--- config.mk ---
export PLATFORM = sky130hd
export DESIGN_NAME = bilstm_seq_controller
export DESIGN_NICKNAME = d
export VERILOG_FILES = /design/src/rtl/bilstm_seq_controller.sv
export SDC_FILE = /design/constraint.sdc
export NUM_CORES = 1
export LEC_CHECK = 0
export BUFFER_PORTS_ARGS = -buffer_cell sky130_fd_sc_hd__buf_2
export CORE_MARGIN = 2
export CORE_UTILIZATION = 45
export CTS_CLUSTER_DIAMETER = 30
export DETAILED_ROUTE_END_ITERATION = 16
export PLACE_DENSITY = 0.75
export SLEW_MARGIN = 0
export SYNTH_ARGS = -nofsm -noshare
export SYNTH_HDL_FRONTEND = slang
export SYNTH_SLANG_ARGS = --single-unit
--- constraint.sdc ---
create_clock -name clk -period 4.9 [get_ports clk]
set_clock_uncertainty 0.2 [all_clocks]
set_input_delay 0.245 -clock clk [delete_from_list [all_inputs] [get_ports clk]]
set_output_delay 0.245 -clock clk [all_outputs]
set_load 0.02 [all_outputs]
--- src/rtl/bilstm_seq_controller.sv ---
// rtl/bilstm_seq_controller.sv - BiLSTM timestep sequencer: launches cells, steers hidden/cell FIFOs, walks seq_idx
// Optional BILSTM_OVF_CHECK_EN enables the sticky write-while-full detector on err_ovf.
module bilstm_seq_controller #(
  parameter int SEQ_LEN = 10,
  parameter int NUM_DIR = 2,
  parameter int IDX_W   = $clog2(SEQ_LEN)
) (
  input  logic               clk,
  input  logic               rst_n,
  input  logic               start,
  input  logic               abort,
  input  logic               store_done,
  input  logic [NUM_DIR-1:0] cell_done,
  input  logic [NUM_DIR-1:0] hidden_valid,
  input  logic [NUM_DIR-1:0] cell_valid,
  input  logic [NUM_DIR-1:0] hid_fifo_full,
  input  logic [NUM_DIR-1:0] hid_fifo_empty,
  input  logic [NUM_DIR-1:0] cell_fifo_full,
  output logic [NUM_DIR-1:0] cell_start,
  output logic [NUM_DIR-1:0] hid_fifo_wr_en,
  output logic [NUM_DIR-1:0] hid_fifo_rd_en,
  output logic [NUM_DIR-1:0] cell_fifo_wr_en,
  output logic [NUM_DIR-1:0] concat_en,
  output logic [IDX_W-1:0]   seq_idx,
  output logic               busy,
  output logic               bilstm_done,
  output logic               err_ovf
);

  typedef enum logic [1:0] {IDLE, LAUNCH, RUN, STORE_WAIT} state_t;

  state_t             state;
  logic [NUM_DIR-1:0] done_lat;
  logic [NUM_DIR-1:0] drain;
  logic [NUM_DIR-1:0] concat_seen;
  logic               last_step;

  assign last_step = (seq_idx == IDX_W'(SEQ_LEN - 1));

  always_ff @(posedge clk or negedge rst_n) begin
    if (!rst_n) begin
      state           <= IDLE;
      seq_idx         <= '0;
      done_lat        <= '0;
      drain           <= '0;
      concat_seen     <= '0;
      cell_start      <= '0;
      hid_fifo_wr_en  <= '0;
      hid_fifo_rd_en  <= '0;
      cell_fifo_wr_en <= '0;
      concat_en       <= '0;
      busy            <= 1'b0;
      bilstm_done     <= 1'b0;
    end else if (abort) begin
      state           <= IDLE;
      seq_idx         <= '0;
      done_lat        <= '0;
      drain           <= '0;
      concat_seen     <= '0;
      cell_start      <= '0;
      hid_fifo_wr_en  <= '0;
      hid_fifo_rd_en  <= '0;
      cell_fifo_wr_en <= '0;
      concat_en       <= '0;
      busy            <= 1'b0;
      bilstm_done     <= 1'b0;
    end else begin
      cell_start      <= '0;
      bilstm_done     <= 1'b0;
      hid_fifo_wr_en  <= '0;
      cell_fifo_wr_en <= '0;
      concat_en       <= '0;
      hid_fifo_rd_en  <= drain & ~hid_fifo_empty;
      // A finishing cell starts draining its hidden FIFO; set wins over empty.
      drain <= (drain & ~hid_fifo_empty) | ((state != IDLE) ? cell_done : '0);
      case (state)
        IDLE: begin
          if (start) begin
            state      <= LAUNCH;
            busy       <= 1'b1;
            cell_start <= '1;
          end
        end
        LAUNCH: begin
          done_lat    <= '0;
          concat_seen <= '0;
          state       <= RUN;
        end
        RUN: begin
          done_lat        <= done_lat | cell_done;
          hid_fifo_wr_en  <= hidden_valid & ~hid_fifo_full;
          // The final timestep's cell state is never needed downstream.
          cell_fifo_wr_en <= last_step ? '0 : (cell_valid & ~cell_fifo_full);
          concat_en       <= hidden_valid & ~concat_seen;
          concat_seen     <= concat_seen | hidden_valid;
          if (&done_lat) state <= STORE_WAIT;
        end
        STORE_WAIT: begin
          if (store_done) begin
            if (last_step) begin
              seq_idx     <= '0;
              bilstm_done <= 1'b1;
              busy        <= 1'b0;
              state       <= IDLE;
            end else begin
              seq_idx    <= seq_idx + 1'b1;
              cell_start <= '1;
              state      <= LAUNCH;
            end
          end
        end
        default: begin
          state <= IDLE;
          busy  <= 1'b0;
        end
      endcase
    end
  end

`ifdef BILSTM_OVF_CHECK_EN
  always_ff @(posedge clk or negedge rst_n) begin
    if (!rst_n) begin
      err_ovf <= 1'b0;
    end else if (state == RUN &&
                 ((|(hidden_valid & hid_fifo_full)) ||
                  (!last_step && (|(cell_valid & cell_fifo_full))))) begin
      err_ovf <= 1'b1;
    end
  end
`else
  assign err_ovf = 1'b0;
`endif

endmodule

* Word level (Yosys, flattened, before mapping) *
Index checks and enable logic that the tools add are counted.
W data, S select, Z words.

word-level totals
  output and inout bits = 17
  bits of input ports = 17
  logic and storage cells = 80
  flip-flop bits (word level) = 24

cells by class
  reductions and logical operators = 10
  bitwise operators = 11
  equality and inequality tests = 8
  muxes and demuxes = 38
  add/sub/neg operators = 1

operators with widths
  kind                   number
  $mux W2                20
  $mux W4                4
  $ne A3 B3 Y1 const B   4
  $pmux W2 S2            3
  $mux W1                9
  $and A2 B2 Y2          4
  $not A2 Y2             4
  $pmux W2 S4            1
  $or A2 B2 Y2           3
  $reduce_bool A2 Y1     3
  $reduce_bool A3 Y1     2
  $add A4 B1 Y4 const B  1
  $eq A2 B2 Y1 const B   2
  $eq A4 B4 Y1 const B   1
  $reduce_and A2 Y1      2
  $reduce_and A4 Y1      1
  $reduce_and A3 Y1      1
  $eq A2 B1 Y1 const B   1
  $logic_not A2 Y1       1
  $pmux W1 S2            1

* Logic depth before layout (Yosys ltp) *
  depth in word-level cells = 5
  depth in mapped cells = 5
  depth with buffers taken out = 5

* Worst setup path before layout *
OpenSTA, ideal clock, no wires.

  path type = flip-flop to flip-flop
  start = register state[0]
  end = register state[1]
  data required time = 4622 ps
  clock period less this slack = 1714 ps
  cell stages (with the launch flop) = 6
  arrival = 1436 ps
  path slack = 3186 ps
  path buffers = 0
  library setup time = 78 ps
  cells stage by stage = dfrtp_1 inv_1 ha_1 nor2b_4 or4b_1 a21oi_1

between the ends
  longest elaborated chain between the ends = 3
  elaborated cells between the ends (all ways) = 10
  classes of those cells = eq/ne: 6; mux: 2; reduce/logical: 2

ends and longest elaborated chain
  item                                          line  text
  start, declared                               32    state_t state;
  start signal, assigned                        42    state <= IDLE;
  start signal, assigned                        55    state <= IDLE;
  start signal, assigned                        79    state <= LAUNCH;
  $eq A2 B2 Y1 (tied with other cells)          76    case (state)
  $pmux W2 S4 or $ne A3 B3 Y1 (tied branches)   -
  $mux W2 or $reduce_and A3 Y1 (tied branches)  -

Several ways; a longest one is shown, not always the timed one.
A chain may end at the register's enable or synchronous reset.

* Final worst setup path *
  start = register state[0]
  end = register cell_fifo_wr_en[0]

between the ends
  longest elaborated chain between the ends = 3

ends and longest elaborated chain
  item                  line  text
  $eq A2 B2 Y1          76
  $mux W2               76
  $mux W2               54    end else if (abort) begin
  end signal, assigned  93    cell_fifo_wr_en <= last_step ? '0 : (cell_valid & ~cell_fifo_full);
  end, declared         22    output logic [NUM_DIR-1:0] cell_fifo_wr_en,

No other way between the ends.

==> summary.txt <==
Route
  • M1 wire length: just under 1000 µm
  • Routed vias/inst: about 5.2
  • Highest Signal Layer: met3
  • Antenna Violating Nets Remaining: 0
  • DR iter-0 viols: 8
  • Total Wirelength: around 2200 µm
  • Via count: between 900 and 1000
  • WL met2: between 1000 and 1500 µm
  • Routed WL per cell: between 10 and 15 µm
  • Met3 routed WL: 110 µm
  • DRC viols: 0
  • Pre-antenna DRT Iters: 4

Clock tree
  • TritonCTS Buffers: 3
  • CTS tree: built
  • Root Driver: clkbuf_4
  • # clock sinks: 23
  • H-tree depth: 1
  • CTS clk-pin slew, worst paths: 0.12 ns
  • Worst-Skew Late Latency: 0.30 ns
  • Post_cts resized: 0
  • CTS max path bufs: 2

Global routing
  • First-pass GRT wire length: around 3700 µm
  • Largest net degree at the start of global routing: 24
  • Initial antenna violation count: 0
  • Vias in the first global route: between 800 and 900
  • Grt ovf: 0
  • All-Layer GR Usage: between 10% and 20%

Final layout
  • Layout area overhead: 31.9%
  • Layout cell share with drive strength beyond 1: roughly 27%
  • Highest-count cells in the layout ignoring fill and taps: 32 x buf_2, 23 x dfrtp_1, 15 x dlygate4sd3_1, 9 x a21oi_1, 8 x nor2_1
  • Final net count: ~170
  • Ant. Diodes: 0
  • FILL cells: between 150 and 200
  • Commonest non-fill, non-tap cell in the layout: buf_2
  • Post-Layout Cell Count: roughly 180
  • Final Util: between 60% and 70%

Placement
  • Gp weighted congestion: about 0.73
  • DP HPWL: 1590 µm
  • Dpl cells: roughly 160
  • Port bufs: 32

Die
  • Core Area: roughly 2300 µm²
  • I/O pin total: 34
  • Site Rows: 17
  • Initial core utilization: about half
  • Die Span Y: 53.4 µm
  • Die ar.: ~2800 µm²
  • Die width: roughly 53 µm

Power
  • Power per Cell Area: between 300 and 400 nW/µm²
  • Int Power: about 0.00033 W
  • Pwr Total: between 0.0005 and 0.0006 W
  • Leakage: 0.754 nW
  • Combinational share of power: between 30% and 40%
  • Maximum VDD drop: around 0.25 mV
  • Switch Pwr: 0.000171 W
  • Net Sw Frac: approximately a third
  • Clock network fraction of design power: 16.8%
  • Seq pwr share: approximately 47%

Flow run
  • Max-Cap Viols: 0

Setup path
  • Crit path launch type: register
  • WP data arrival: around 2.2 ns
  • Critical path endpoint category: register
  • WP data required: just under 5 ns
  • Critical path class: reg2reg
  • CP Max Fanout: 8
  • Path depth of the worst reg2reg path: 5

Timing
  • Min Tclk post-route: roughly 2.1 ns
  • Setup TNS: 0 ns
  • RSZ-0062 raised after global routing: false
  • Max-slew violations: 0
  • Period utilisation layout: between 40% and 50%
  • Final setup fails: 0
  • Fmax: between 400 and 500 MHz
  • Count of final hold-check violations: 0

Logic synthesis
  • Seq/Total Area, Yosys: a little over half
  • Synthesized cell area: around 1100 µm²
  • Syn_area_per_cell: around 11 µm²
  • Synth top area cells: dfrtp_1 52%, ha_1 8.0%, a21oi_1 4.1%, nand2b_1 2.9%, nor2_1 2.7%
  • Leading area contributor after synthesis: dfrtp_1
  • Synth Instances: 100
  • Yosys warns: 0
  • Synthesized net count: roughly 120
  • Post-synthesis cell type count: 31
  • Synth top area share: a little over half
  • Yosys reg bits: 23

Min path
  • Hold depth: 3
  • Worst Hold Class: in2reg

Outcome
  • Status: finished, final reports clean
==> synthesized netlist by cell type <==
| library cell | count |
|---|---|
| a21boi_4 | 1 |
| nor4b_1 | 2 |
| mux2i_1 | 1 |
| a31oi_1 | 1 |
| nor2b_2 | 1 |
| dfrtp_1 | 23 |
| o21ai_0 | 2 |
| a2bb2oi_1 | 1 |
| nor2b_4 | 2 |
| nor3b_1 | 2 |
| a21oi_1 | 9 |
| and3b_1 | 1 |
| buf_4 | 2 |
| or2_1 | 1 |
| or3_1 | 4 |
| clkbuf_1 | 2 |
| a21o_1 | 2 |
| nor3_1 | 2 |
| inv_1 | 3 |
| a2111oi_0 | 1 |
| nand2b_1 | 5 |
| nor2_1 | 8 |
| nand3b_1 | 1 |
| a22oi_1 | 2 |
| o32ai_1 | 1 |
| conb_1 | 1 |
| nand3_1 | 3 |
| or4b_1 | 1 |
| o31ai_1 | 2 |
| ha_1 | 7 |
| nand2_1 | 6 |
==> per-layer routing <==
layer  vias up  GRT usage [%]
li1        448              -
met2        23           32.5
met3         0           2.54
met1       437           21.1
met5         -              0
met4         0           3.85
==> worst paths after layout <==
path,from,to,slack [ns]
max,state[0]$_DFFE_PN0P_,cell_fifo_wr_en[0]$_DFF_PN0_,2.80
min,start,cell_start[0]$_DFF_PN0_,0.08
max reg2reg,state[0]$_DFFE_PN0P_,cell_fifo_wr_en[0]$_DFF_PN0_,2.80
min reg2reg,concat_seen[1]$_DFFE_PN0P_,concat_en[1]$_DFF_PN0_,0.24
max in group asynchronous,rst_n,busy$_DFFE_PN0P_,3.94
min in group asynchronous,rst_n,hid_fifo_wr_en[1]$_DFF_PN0_,0.23
==> stage by stage <==
step	setup slack (ns)	area [µm²]	hold WS, ns
2_1_floorplan	3.19	1100	-0.251
3_3_place_gp	3.13	1270	0.0425
3_5_place_dp	3.05	1270	0.0467
4_1_cts	2.80	1450	0.0752
5_1_grt	2.63	1450	0.105
6_report	2.80	1450	0.0849
==> final cells by class <==
| type | count | area (µm²) | area share [%] |
|---|---|---|---|
| Timing Repair Buffer | 47 | 310 | 21.4 |
| Sequential cell | 23 | 576 | 39.8 |
| Inverter | 3 | 11.3 | 0.778 |
| Clock inverter | 1 | 5.00 | 0.346 |
| Tap cell | 28 | 35.0 | 2.42 |
| Multi-Input combinational cell | 70 | 488 | 33.7 |
| Clock buffer | 3 | 22.5 | 1.56 |
==> state kept, by name (all words and copies together), names as in the netlist <==
name             flops
done_lat             2
bilstm_done          1
hid_fifo_wr_en       2
busy                 1
concat_en            2
seq_idx              4
drain                2
concat_seen          2
state                2
cell_fifo_wr_en      2
hid_fifo_rd_en       2
cell_start           1
==> repair_timing <==
action                                 4_1_cts  5_1_grt
buffers inserted                             0        0
endpoints found under the hold margin       33        0
hold buffers                                15        0
==> critical path: stages (launching register included) <==
cell and delay (ns):
dfrtp_1 0.43, inv_1 0.13, ha_1 0.31, nand2b_1 0.12, nor4b_1 0.27, dlygate4sd3_1 0.59
==> logic make-up after synthesis <==
logic type / count (synthesis) / synth area share, %
AND/OR/NAND/NOR: 39 / 21.4
flip-flops: 23 / 52.5
AO/OA/AOI/OAI: 22 / 13.8
buffers and inverters: 7 / 3.08
adder cells (fa/ha/maj): 7 / 7.98
multiplexers: 1 / 0.912
other: 1 / 0.342
==> power groups by stage <==
stage | Sequential (W) | Combinational, W | Clock (W)
finish | 0.000236 | 0.000184 | 0.0000846
detailed placement | 0.000240 | 0.000175 | 0
global route | 0.000239 | 0.000204 | 0.0000942
global placement | 0.000238 | 0.000166 | 0
CTS | 0.000236 | 0.000184 | 0.0000899
floorplan | 0.000250 | 0.000118 | 0
Power figures use the tool's default switching activity.
